===== config.mk =====
export PLATFORM = sky130hd
export DESIGN_NAME = pll_reconfig_ctrl
export DESIGN_NICKNAME = d
export VERILOG_FILES = /design/src/rtl/pll_reconfig_pkg.sv /design/src/rtl/pll_reconfig_ctrl_debounce.sv /design/src/rtl/pll_reconfig_ctrl.sv
export SDC_FILE = /design/constraint.sdc
export NUM_CORES = 1
export LEC_CHECK = 0
export BUFFER_PORTS_ARGS = -buffer_cell sky130_fd_sc_hd__buf_2
export CAP_MARGIN = 40
export CELL_PAD_IN_SITES_DETAIL_PLACEMENT = 0
export CELL_PAD_IN_SITES_GLOBAL_PLACEMENT = 1
export CORE_ASPECT_RATIO = 0.8
export CORE_UTILIZATION = 45
export CTS_CLUSTER_DIAMETER = 100
export CTS_CLUSTER_SIZE = 40
export DETAILED_ROUTE_END_ITERATION = 12
export PLACE_DENSITY = 0.88
export SYNTH_ARGS = -nofsm -noshare
export SYNTH_HDL_FRONTEND = slang
export SYNTH_HIERARCHICAL = 1
export SYNTH_SLANG_ARGS = --single-unit

===== constraint.sdc =====
create_clock -name refclk -period 4.15 [get_ports refclk]
set_input_delay 0.415 -clock refclk [delete_from_list [all_inputs] [get_ports refclk]]
set_output_delay 0.415 -clock refclk [all_outputs]
set_load 0.01 [all_outputs]

===== src/rtl/pll_reconfig_pkg.sv =====
// Shared definitions for the sys_pll reconfiguration sequencer:
// FSM encodings, reconfig register map and the per-mode write list.
package pll_reconfig_pkg;

    localparam logic [2:0] ST_RST_HOLD  = 3'd0;
    localparam logic [2:0] ST_IDLE      = 3'd1;
    localparam logic [2:0] ST_WRITE     = 3'd2;
    localparam logic [2:0] ST_WAIT_LOCK = 3'd3;
    localparam logic [2:0] ST_RETRY     = 3'd4;

    localparam logic [5:0] ADDR_MODE  = 6'h00;
    localparam logic [5:0] ADDR_START = 6'h02;
    localparam logic [5:0] ADDR_N     = 6'h03;
    localparam logic [5:0] ADDR_M     = 6'h04;
    localparam logic [5:0] ADDR_C     = 6'h05;

    localparam int         NUM_WRITES = 5;
    localparam logic [4:0] C_SEL      = 5'd2;

    typedef struct packed {
        logic [5:0]  addr;
        logic [31:0] data;
    } mgmt_word_t;

    // Counter words are {high, low}; unknown modes fall back to mode 0.
    function automatic mgmt_word_t mode_word(
        input logic [7:0] mode,
        input logic [2:0] idx
    );
        logic [15:0] n_cnt;
        logic [15:0] m_cnt;
        logic [15:0] c_cnt;
        mgmt_word_t  w;
        case (mode)
            8'd1: begin
                n_cnt = 16'h0101;
                m_cnt = 16'h0908;
                c_cnt = 16'h0202;
            end
            8'd2: begin
                n_cnt = 16'h0302;
                m_cnt = 16'h1414;
                c_cnt = 16'h0504;
            end
            8'd3: begin
                n_cnt = 16'h0100;
                m_cnt = 16'h0B0A;
                c_cnt = 16'h0101;
            end
            default: begin
                n_cnt = 16'h0202;
                m_cnt = 16'h0C0C;
                c_cnt = 16'h0303;
            end
        endcase
        case (idx)
            3'd0:    w = '{addr: ADDR_MODE, data: 32'd0};
            3'd1:    w = '{addr: ADDR_N, data: {16'd0, n_cnt}};
            3'd2:    w = '{addr: ADDR_M, data: {16'd0, m_cnt}};
            3'd3:    w = '{addr: ADDR_C, data: {9'd0, C_SEL, 2'd0, c_cnt}};
            default: w = '{addr: ADDR_START, data: 32'd1};
        endcase
        return w;
    endfunction

endpackage


===== src/rtl/pll_reconfig_ctrl_debounce.sv =====
// Lock detector: 2-FF synchroniser for pll_locked plus a run-length
// counter that must see SETTLE_CYCLES consecutive synced-high cycles.
module pll_lock_debounce #(
    parameter int SETTLE_CYCLES = 16
) (
    input  logic clk_i,
    input  logic rst_i,
    input  logic clr_i,
    input  logic lock_async_i,
    output logic lock_sync_o,
    output logic lock_stable_o
);

    localparam int CW = $clog2(SETTLE_CYCLES + 1);

    logic [1:0]    sync_q;
    logic [CW-1:0] cnt_q;
    logic [CW-1:0] cnt_d;

    always_comb begin
        cnt_d = cnt_q;
        if (clr_i || !sync_q[1]) begin
            cnt_d = '0;
        end else if (cnt_q != CW'(SETTLE_CYCLES)) begin
            cnt_d = cnt_q + 1'b1;
        end
    end

    always_ff @(posedge clk_i) begin
        if (rst_i) begin
            sync_q <= '0;
            cnt_q  <= '0;
        end else begin
            sync_q <= {sync_q[0], lock_async_i};
            cnt_q  <= cnt_d;
        end
    end

    assign lock_sync_o   = sync_q[1];
    assign lock_stable_o = (cnt_q == CW'(SETTLE_CYCLES));

endmodule


===== src/rtl/pll_reconfig_ctrl.sv =====
// PLL reconfiguration sequencer: rewrites N/M/C over Avalon-MM on a mode
// request, then holds the video-domain reset until lock is debounced.
module pll_reconfig_ctrl
    import pll_reconfig_pkg::*;
#(
    parameter int NUM_MODES     = 4,
    parameter int SETTLE_CYCLES = 16,
    parameter int LOCK_TIMEOUT  = 1048576,
    parameter int RETRY_MAX     = 3,
    localparam int MW           = $clog2(NUM_MODES)
) (
    input  logic          refclk,
    input  logic          rst,
    input  logic [MW-1:0] mode_req,
    input  logic          mode_valid,
    output logic          mode_ready,
    output logic [MW-1:0] cur_mode,
    output logic          busy,
    output logic          err,
    input  logic          pll_locked,
    output logic          pll_rst,
    output logic          vid_rst,
    output logic [5:0]    mgmt_address,
    output logic [31:0]   mgmt_writedata,
    output logic          mgmt_write,
    input  logic          mgmt_waitrequest
);

    localparam int SW = $clog2(SETTLE_CYCLES + 1);
    localparam int TW = $clog2(LOCK_TIMEOUT + 1);
    localparam int RW = $clog2(RETRY_MAX + 1);

    logic [2:0]    state_q, state_d;
    logic [SW-1:0] hold_q, hold_d;
    logic [2:0]    idx_q, idx_d;
    logic [TW-1:0] tmo_q, tmo_d;
    logic [RW-1:0] retry_q, retry_d;
    logic [MW-1:0] mode_q, mode_d;
    logic [MW-1:0] cur_q, cur_d;
    logic          err_q, err_d;
    logic          pll_rst_q, pll_rst_d;
    logic          vid_rst_q, vid_rst_d;
    logic          wr_q, wr_d;
    logic [5:0]    addr_q, addr_d;
    logic [31:0]   data_q, data_d;

    logic lock_sync;
    logic lock_stable;
    logic lock_lost;
    logic mode_ok;

    pll_lock_debounce #(
        .SETTLE_CYCLES(SETTLE_CYCLES)
    ) u_debounce (
        .clk_i        (refclk),
        .rst_i        (rst),
        .clr_i        (state_q != ST_WAIT_LOCK),
        .lock_async_i (pll_locked),
        .lock_sync_o  (lock_sync),
        .lock_stable_o(lock_stable)
    );

    // Lock loss only matters once the video domain has been released.
    assign lock_lost = !vid_rst_q && !lock_sync;
    assign mode_ok   = int'(mode_req) < NUM_MODES;

    always_comb begin
        state_d   = state_q;
        hold_d    = hold_q;
        idx_d     = idx_q;
        tmo_d     = '0;
        retry_d   = retry_q;
        mode_d    = mode_q;
        cur_d     = cur_q;
        err_d     = err_q;
        pll_rst_d = pll_rst_q;
        vid_rst_d = vid_rst_q;
        wr_d      = wr_q;
        addr_d    = addr_q;
        data_d    = data_q;
        case (state_q)
            ST_RST_HOLD, ST_RETRY: begin
                if (hold_q == SW'(SETTLE_CYCLES - 1)) begin
                    hold_d    = '0;
                    pll_rst_d = 1'b0;
                    if (state_q == ST_RETRY) begin
                        state_d          = ST_WRITE;
                        idx_d            = 3'd0;
                        wr_d             = 1'b1;
                        {addr_d, data_d} = mode_word(8'(mode_q), 3'd0);
                    end else begin
                        state_d = ST_WAIT_LOCK;
                    end
                end else begin
                    hold_d = hold_q + 1'b1;
                end
            end
            ST_IDLE: begin
                if (lock_lost) begin
                    vid_rst_d = 1'b1;
                    state_d   = ST_WAIT_LOCK;
                end else if (mode_valid) begin
                    err_d = 1'b0;
                    if (!mode_ok) begin
                        err_d = 1'b1;
                    end else if (mode_req != cur_q || vid_rst_q) begin
                        mode_d           = mode_req;
                        vid_rst_d        = 1'b1;
                        retry_d          = '0;
                        idx_d            = 3'd0;
                        wr_d             = 1'b1;
                        {addr_d, data_d} = mode_word(8'(mode_req), 3'd0);
                        state_d          = ST_WRITE;
                    end
                end
            end
            ST_WRITE: begin
                if (!mgmt_waitrequest) begin
                    if (idx_q == 3'(NUM_WRITES - 1)) begin
                        wr_d    = 1'b0;
                        state_d = ST_WAIT_LOCK;
                    end else begin
                        idx_d            = idx_q + 3'd1;
                        {addr_d, data_d} = mode_word(8'(mode_q), idx_q + 3'd1);
                    end
                end
            end
            ST_WAIT_LOCK: begin
                if (lock_stable) begin
                    cur_d     = mode_q;
                    vid_rst_d = 1'b0;
                    retry_d   = '0;
                    state_d   = ST_IDLE;
                end else if (tmo_q == TW'(LOCK_TIMEOUT)) begin
                    if (retry_q == RW'(RETRY_MAX)) begin
                        err_d   = 1'b1;
                        retry_d = '0;
                        state_d = ST_IDLE;
                    end else begin
                        retry_d   = retry_q + 1'b1;
                        pll_rst_d = 1'b1;
                        hold_d    = '0;
                        state_d   = ST_RETRY;
                    end
                end else begin
                    tmo_d = tmo_q + 1'b1;
                end
            end
            default: begin
                state_d   = ST_RST_HOLD;
                hold_d    = '0;
                pll_rst_d = 1'b1;
                wr_d      = 1'b0;
            end
        endcase
    end

    always_ff @(posedge refclk) begin
        if (rst) begin
            state_q   <= ST_RST_HOLD;
            hold_q    <= '0;
            idx_q     <= '0;
            tmo_q     <= '0;
            retry_q   <= '0;
            mode_q    <= '0;
            cur_q     <= '0;
            err_q     <= 1'b0;
            pll_rst_q <= 1'b1;
            vid_rst_q <= 1'b1;
            wr_q      <= 1'b0;
            addr_q    <= '0;
            data_q    <= '0;
        end else begin
            state_q   <= state_d;
            hold_q    <= hold_d;
            idx_q     <= idx_d;
            tmo_q     <= tmo_d;
            retry_q   <= retry_d;
            mode_q    <= mode_d;
            cur_q     <= cur_d;
            err_q     <= err_d;
            pll_rst_q <= pll_rst_d;
            vid_rst_q <= vid_rst_d;
            wr_q      <= wr_d;
            addr_q    <= addr_d;
            data_q    <= data_d;
        end
    end

    assign mode_ready     = (state_q == ST_IDLE) && !lock_lost;
    assign busy           = (state_q != ST_IDLE);
    assign cur_mode       = cur_q;
    assign err            = err_q;
    assign pll_rst        = pll_rst_q;
    assign vid_rst        = vid_rst_q;
    assign mgmt_write     = wr_q;
    assign mgmt_address   = addr_q;
    assign mgmt_writedata = data_q;

endmodule


Yosys cells after proc, flatten, opt, wreduce, memory -nomap -nowiden
Cells that the tools add are included.

Flip-flop bits (word level): 87. Output and inout bits: 46. Logic and storage cells: 156.

Add/subtract/negate cells: 5. Equality and inequality tests: 35. Muxes and demuxes: 73. Bitwise logic cells: 3. Reduce and logical (&&, ||, !) cells: 25.

Operators with widths (number): 32-bit 2-to-1 mux (7); 35-bit one-hot mux with 4 select lines (1); 32-bit one-hot mux with 3 select lines (1); 3-bit 2-to-1 mux (16); 6-bit 2-to-1 mux (7); 13-bit one-hot mux with 3 select lines (1); 11-bit one-hot mux with 3 select lines (1); 10-bit one-hot mux with 3 select lines (1); 2-bit inequality test (second input constant) (13); 21-bit by 1-bit adder with 21-bit output (second input constant) (1); 21-bit equality test (second input constant) (1); 5-bit 2-to-1 mux (4); 1-bit 2-to-1 mux (19); 6-bit one-hot mux with 3 select lines (1); 8-bit AND reduction (2); 5-bit one-hot mux with 3 select lines (1); 3-bit by 2-bit equality test with 1-bit output (second input constant) (4); 2-bit 2-to-1 mux (6); 3-bit one-hot mux with 4 select lines (1); 4-bit AND reduction (3); 6-bit AND reduction (2); 5-bit by 1-bit adder with 5-bit output (second input constant) (2); 5-bit AND reduction (2); 3-bit inequality test (second input constant) (3); other kinds (27) (41).

Logic depth before layout (Yosys ltp)
Depth after elaboration: 6. Gate-level depth with buffers: 9. Depth with buffers taken out: 8.

Hierarchy
Netlist, hierarchy kept.

Modules (own cells, without submodules): pll_reconfig_ctrl (instances 1, cells an instance 351, area an instance 2929.1 um2, sequential area each 1041.0 um2); pll_lock_debounce (instances 1, cells an instance 28, area an instance 297.8 um2, sequential area each 140.1 um2).

Worst setup path before layout
OpenSTA, ideal clock, no wires.

Path type: reg-to-reg. From: register idx_q[0]. To: register addr_q[2], in the netlist mgmt_address[2]. Library setup time: 0.072 ns. Data arrival time: 1.943 ns. Setup slack: 2.135 ns. Stages on the path, launching flop included: 9. Path buffers: 1. Period minus slack after synthesis: 2.015 ns. Cells stage by stage: dfxtp_1 > inv_1 > ha_1 > a211o_1 > a21oi_1 > o2bb2ai_1 > nor2_1 > buf_2 > mux2i_1.

Longest elaborated chain between the ends: 6. Elaborated cells between the ends (all ways): 12. Classes of those cells: add/sub: 1; eq/ne: 5; mux: 4; reduce/logical: 2.

Ends and longest elaborated chain: start: declaration (line pll_reconfig_ctrl.sv:35) `logic [2:0] idx_q, idx_d;`; start signal: assignment (line pll_reconfig_ctrl.sv:176) `idx_q <= idx_d;`; 3-bit by 1-bit adder with 3-bit output (line pll_reconfig_ctrl.sv:124) `{addr_d, data_d} = mode_word(8'(mode_q), idx_q + 3'd1);`; 3-bit by 2-bit equality test with 1-bit output, or another cell as far along (line pll_reconfig_pkg.sv:56) `case (idx)`; 35-bit one-hot mux with 4 select lines (line pll_reconfig_pkg.sv:56); 6-bit 2-to-1 mux (line pll_reconfig_ctrl.sv:119) `if (idx_q == 3'(NUM_WRITES - 1)) begin`; 6-bit 2-to-1 mux (line pll_reconfig_ctrl.sv:118) `if (!mgmt_waitrequest) begin`; 6-bit one-hot mux with 3 select lines (line pll_reconfig_ctrl.sv:81) `case (state_q)`; end signal: assignment (line pll_reconfig_ctrl.sv:185) `addr_q <= addr_d;`; end: declaration (line pll_reconfig_ctrl.sv:44) `logic [5:0] addr_q, addr_d;`.

Several ways; a longest one is shown, not always the timed one. The select of a mux whose other input is x is not followed. A chain may end at the register's enable or synchronous reset.

Worst setup path in the final report
From: register u_debounce.cnt_q[0]. To: register tmo_q[7].

Longest elaborated chain between the ends: 2.

Ends and longest elaborated chain: start: declaration (line pll_reconfig_ctrl_debounce.sv:17) `logic [CW-1:0] cnt_q;`; start signal: assignment (line pll_reconfig_ctrl_debounce.sv:35) `cnt_q <= cnt_d;`; 5-bit equality test (line pll_reconfig_ctrl_debounce.sv:40) `assign lock_stable_o = (cnt_q == CW'(SETTLE_CYCLES));`; via lock_stable (line pll_reconfig_ctrl.sv:48) `logic lock_stable;`; 4-bit OR reduction (no source line); end signal: assignment (line pll_reconfig_ctrl.sv:177) `tmo_q <= tmo_d;`; end: declaration (line pll_reconfig_ctrl.sv:36) `logic [TW-1:0] tmo_q, tmo_d;`.

The timed path passes the listed nets, and every way through them passes these cells.

==> results.py <==
metrics = {
    "cells_and_area": {
        "multiInputGateArea_mm2": 0.00179,
        "area.growth.synth_to_final_pct": 7.10,
        "fillers": 687,
        "n_antenna_cell": 0,
        "layout_commonest_cell": "dfxtp_1",
        "layout_common_cells": "59 x dfxtp_1, 40 x nor2_1, 33 x nand2_1",
        "fin_area_mm2": 0.00346,
        "regArea_mm2": 0.00118,
        "final_nets": 423,
        "drive_above_1_share_pct": 13.9,
    },
    "synth": {
        "synth_area_per_cell_um2": 8.51,
        "ys_seq_elements": 59,
        "synth_edf_count": 0,
        "synthesis.area_mm2": 0.00323,
        "ys.flop_type": "dfxtp_1",
        "yosys_warnings": 6,
        "ys_types": 61,
        "syn_inst": 379,
        "synth_seq_area_share_pct": 36.6,
        "synthArstFlopShare_pct": 0,
    },
    "timing": {
        "postLayoutSetupSlackWorst_ns": 1.62,
        "slew_headroom_pct": 48.2,
        "fin_crit_sh_pct": 60.9,
        "hold_viol": 0,
        "min_period_ns": 2.53,
        "clock.fmax_ghz": 0.395,
        "fin_setup_tns_ns": 0,
        "setup_viol": 0,
        "clock_skew_ns": 0.00680,
        "drv_slew": 0,
        "worstMarginPinSlew_ns": 0.771,
        "rsz0062_at_grt": "false",
    },
    "routing": {
        "viasPerCell": 5.15,
        "routed_wl_um": 6240,
        "wl_per_cell_um": 12.7,
        "drtIter0Drc": 138,
        "drc_errors": 0,
        "ant_nets": 0,
        "vias": 2524,
        "firstDrtPassIters": 4,
    },
    "worst_setup_path": {
        "crit_path_max_incr_delay_ns": 0.57,
        "cpLargestDelayFamily": "simple AND/OR/NAND/NOR gates",
        "critPathBufInv": 1,
        "r2r-end": "tmo_q[7]",
        "worstPathRequired_ns": 4.42,
        "crit_slowest_cell": "nand2b_1",
        "r2r-start": "u_debounce/cnt_q[0]",
        "r2r_setup_slack_ns": 1.62,
        "ff2ff_path_depth": 8,
        "worstPathMaxFanout": 21,
        "cp-start-kind": "flop",
        "cp_common_cell": "nand2b_1",
        "cp_cell_sequence": "inv_1, ha_1, and4bb_4, nand2b_1, or2_2, o21bai_1, nand2b_1, nor2_1",
        "worstPathArrival_ns": 2.80,
        "timing_worst_setup_path_type": "reg -> reg",
        "worst_setup_path_end_kind": "flop",
    },
    "placement": {
        "dp_hpwl_um": 4320,
        "io_buffer_count": 28,
        "dpl_worst_slack_ns": 1.64,
        "gp_congestion": 0.848,
        "placed_area_mm2": 0.00328,
    },
    "clock_tree": {
        "cts_tree": "done",
        "clk_pin_slew_ns": 0.06,
        "clk_path_buf_depth": 2,
        "post-cts-setup-buffers": 0,
        "cts_root_buffer": "clkbuf_8",
        "holdBufCountCts": 0,
        "cts_buffers": 9,
        "insertion_delay_ns": 0.35,
        "htree_levels": 3,
        "cts.sinks": 59,
        "cts-resized-gates": 0,
    },
    "global_route": {
        "overflow": 0,
        "grtUsageTotal_pct": 18.0,
        "grt_max_degree": 29,
        "grt_pass1_vias": 2246,
        "grt_pass1_wl_um": 10800,
        "antenna_found_initial": 0,
    },
    "power_and_ir_drop": {
        "power_density_mw_per_mm2": 332,
        "vdd_drop_max_mv": 0.216,
        "power_w": 0.00115,
        "power_leakage_nw": 1.35,
    },
    "floorplan": {
        "die_height_um": 77.7,
        "dieArea_mm2": 0.00752,
        "start_util_pct": 46.8,
        "rows": 27,
        "core_mm2": 0.00689,
        "ios": 53,
        "die_w_um": 96.7,
    },
    "job": {
        "drv.max_cap_violation_count": 0,
    },
    "worst_hold_path": {
        "min_path_type": "in -> reg",
        "hold_depth": 2,
        "whs_endpoint": "u_debounce/sync_q[0]",
        "min_from": "pll_locked",
    },
    "outcome": {
        "outcome": "completed",
    },
}
==> routing by layer <==
metal  track usage [%]  wire length, um
met5                 0                0
met2              24.2             2430
met1              26.3             3410
met4              5.82               82
met3              6.22              314
==> sequential cells by signal, summed over array words and instances, names as in the netlist, 2 cells and up <==
name,count
tmo_q,21
mgmt_writedata,7
hold_q,5
u_debounce/cnt_q,5
idx_q,3
mgmt_address,3
state_q,3
cur_mode,2
mode_q,2
retry_q,2
u_debounce/sync_q,2
==> power breakdown <==
part | internal, W | leakage (nW) | total (W) | switching, W
Clock | 0.000260 | 0.0953 | 0.000484 | 0.000223
Combinational | 0.0000251 | 0.783 | 0.0000783 | 0.0000533
Sequential | 0.000575 | 0.476 | 0.000585 | 0.00000987
Total | 0.000860 | 1.35 | 0.00115 | 0.000286
==> through the flow <==
step	std cells	util (%)	hold slack [ns]
after floorplan	402	-	0.428
final	490	50.1	0.292
after CTS	490	50.1	0.280
after global routing	490	50.1	0.302
after detailed placement	475	47.5	0.437
after global placement	474	47.4	0.432
==> cells in the mapped netlist (2+ instances only) <==
cell       number  area share [%]
dfxtp_1        59              37
nor2_1         40             4.7
nand2_1        33             3.8
buf_4          28             6.5
nand3_1        28             4.3
xor2_1         18             4.9
ha_1           17             6.6
a21oi_1        16             2.5
inv_1          13             1.5
nor3_1         10             1.6
o21ai_0        10             1.6
xnor2_1         9             2.4
clkbuf_1        8            0.93
mux2i_1         7             2.2
nand2b_1        5            0.97
nor4_1          5            0.97
nor4b_1         4             1.1
o31ai_1         4            0.93
a31oi_1         3            0.58
and3_1          3            0.58
buf_2           3            0.47
buf_6           3             1.0
nand4_1         3            0.58
o211ai_1        3            0.70
o21ai_2         3            0.81
a311oi_1        2            0.54
and2b_2         2            0.54
nor2b_1         2            0.39
nor3b_1         2            0.47
o211a_1         2            0.62
o22ai_1         2            0.39
o2bb2ai_1       2            0.54
or2_2           2            0.39
==> worst max-delay path by stage <==
stage	end	slack [ns]	cells after the start	startpoint
2_1_floorplan	mgmt_address[2]	2.13	8	idx_q[0]
3_3_place_gp	mgmt_address[1]	1.60	7	idx_q[0]
3_5_place_dp	tmo_q[7]	1.64	8	u_debounce/cnt_q[0]
4_1_cts	tmo_q[7]	1.62	8	u_debounce/cnt_q[0]
5_1_grt	tmo_q[7]	1.37	8	u_debounce/cnt_q[0]
6_report	tmo_q[7]	1.62	8	u_debounce/cnt_q[0]
==> cell families after synthesis <==
family                     count (synthesis)  synth area share [%]
buffers and inverters                     56                  10.6
adders and majority gates                 17                  6.59
AOI/OAI and AO/OA                         58                  12.1
muxes                                      7                  2.17
other                                      1                 0.116
and+or+nand+nor                          154                  24.5
xor gates and xnor gates                  27                  7.33
DFF                                       59                  36.6
==> area by class of cell <==
type | count | share of cell area, %
Multi-Input combinational cell | 287 | 51.8
Timing Repair Buffer | 29 | 4.27
Tap cell | 87 | 3.15
Inverter | 13 | 1.41
Clock inverter | 2 | 0.290
Sequential cell | 59 | 34.2
Clock buffer | 13 | 4.89
(Power assumes the default switching activity.)
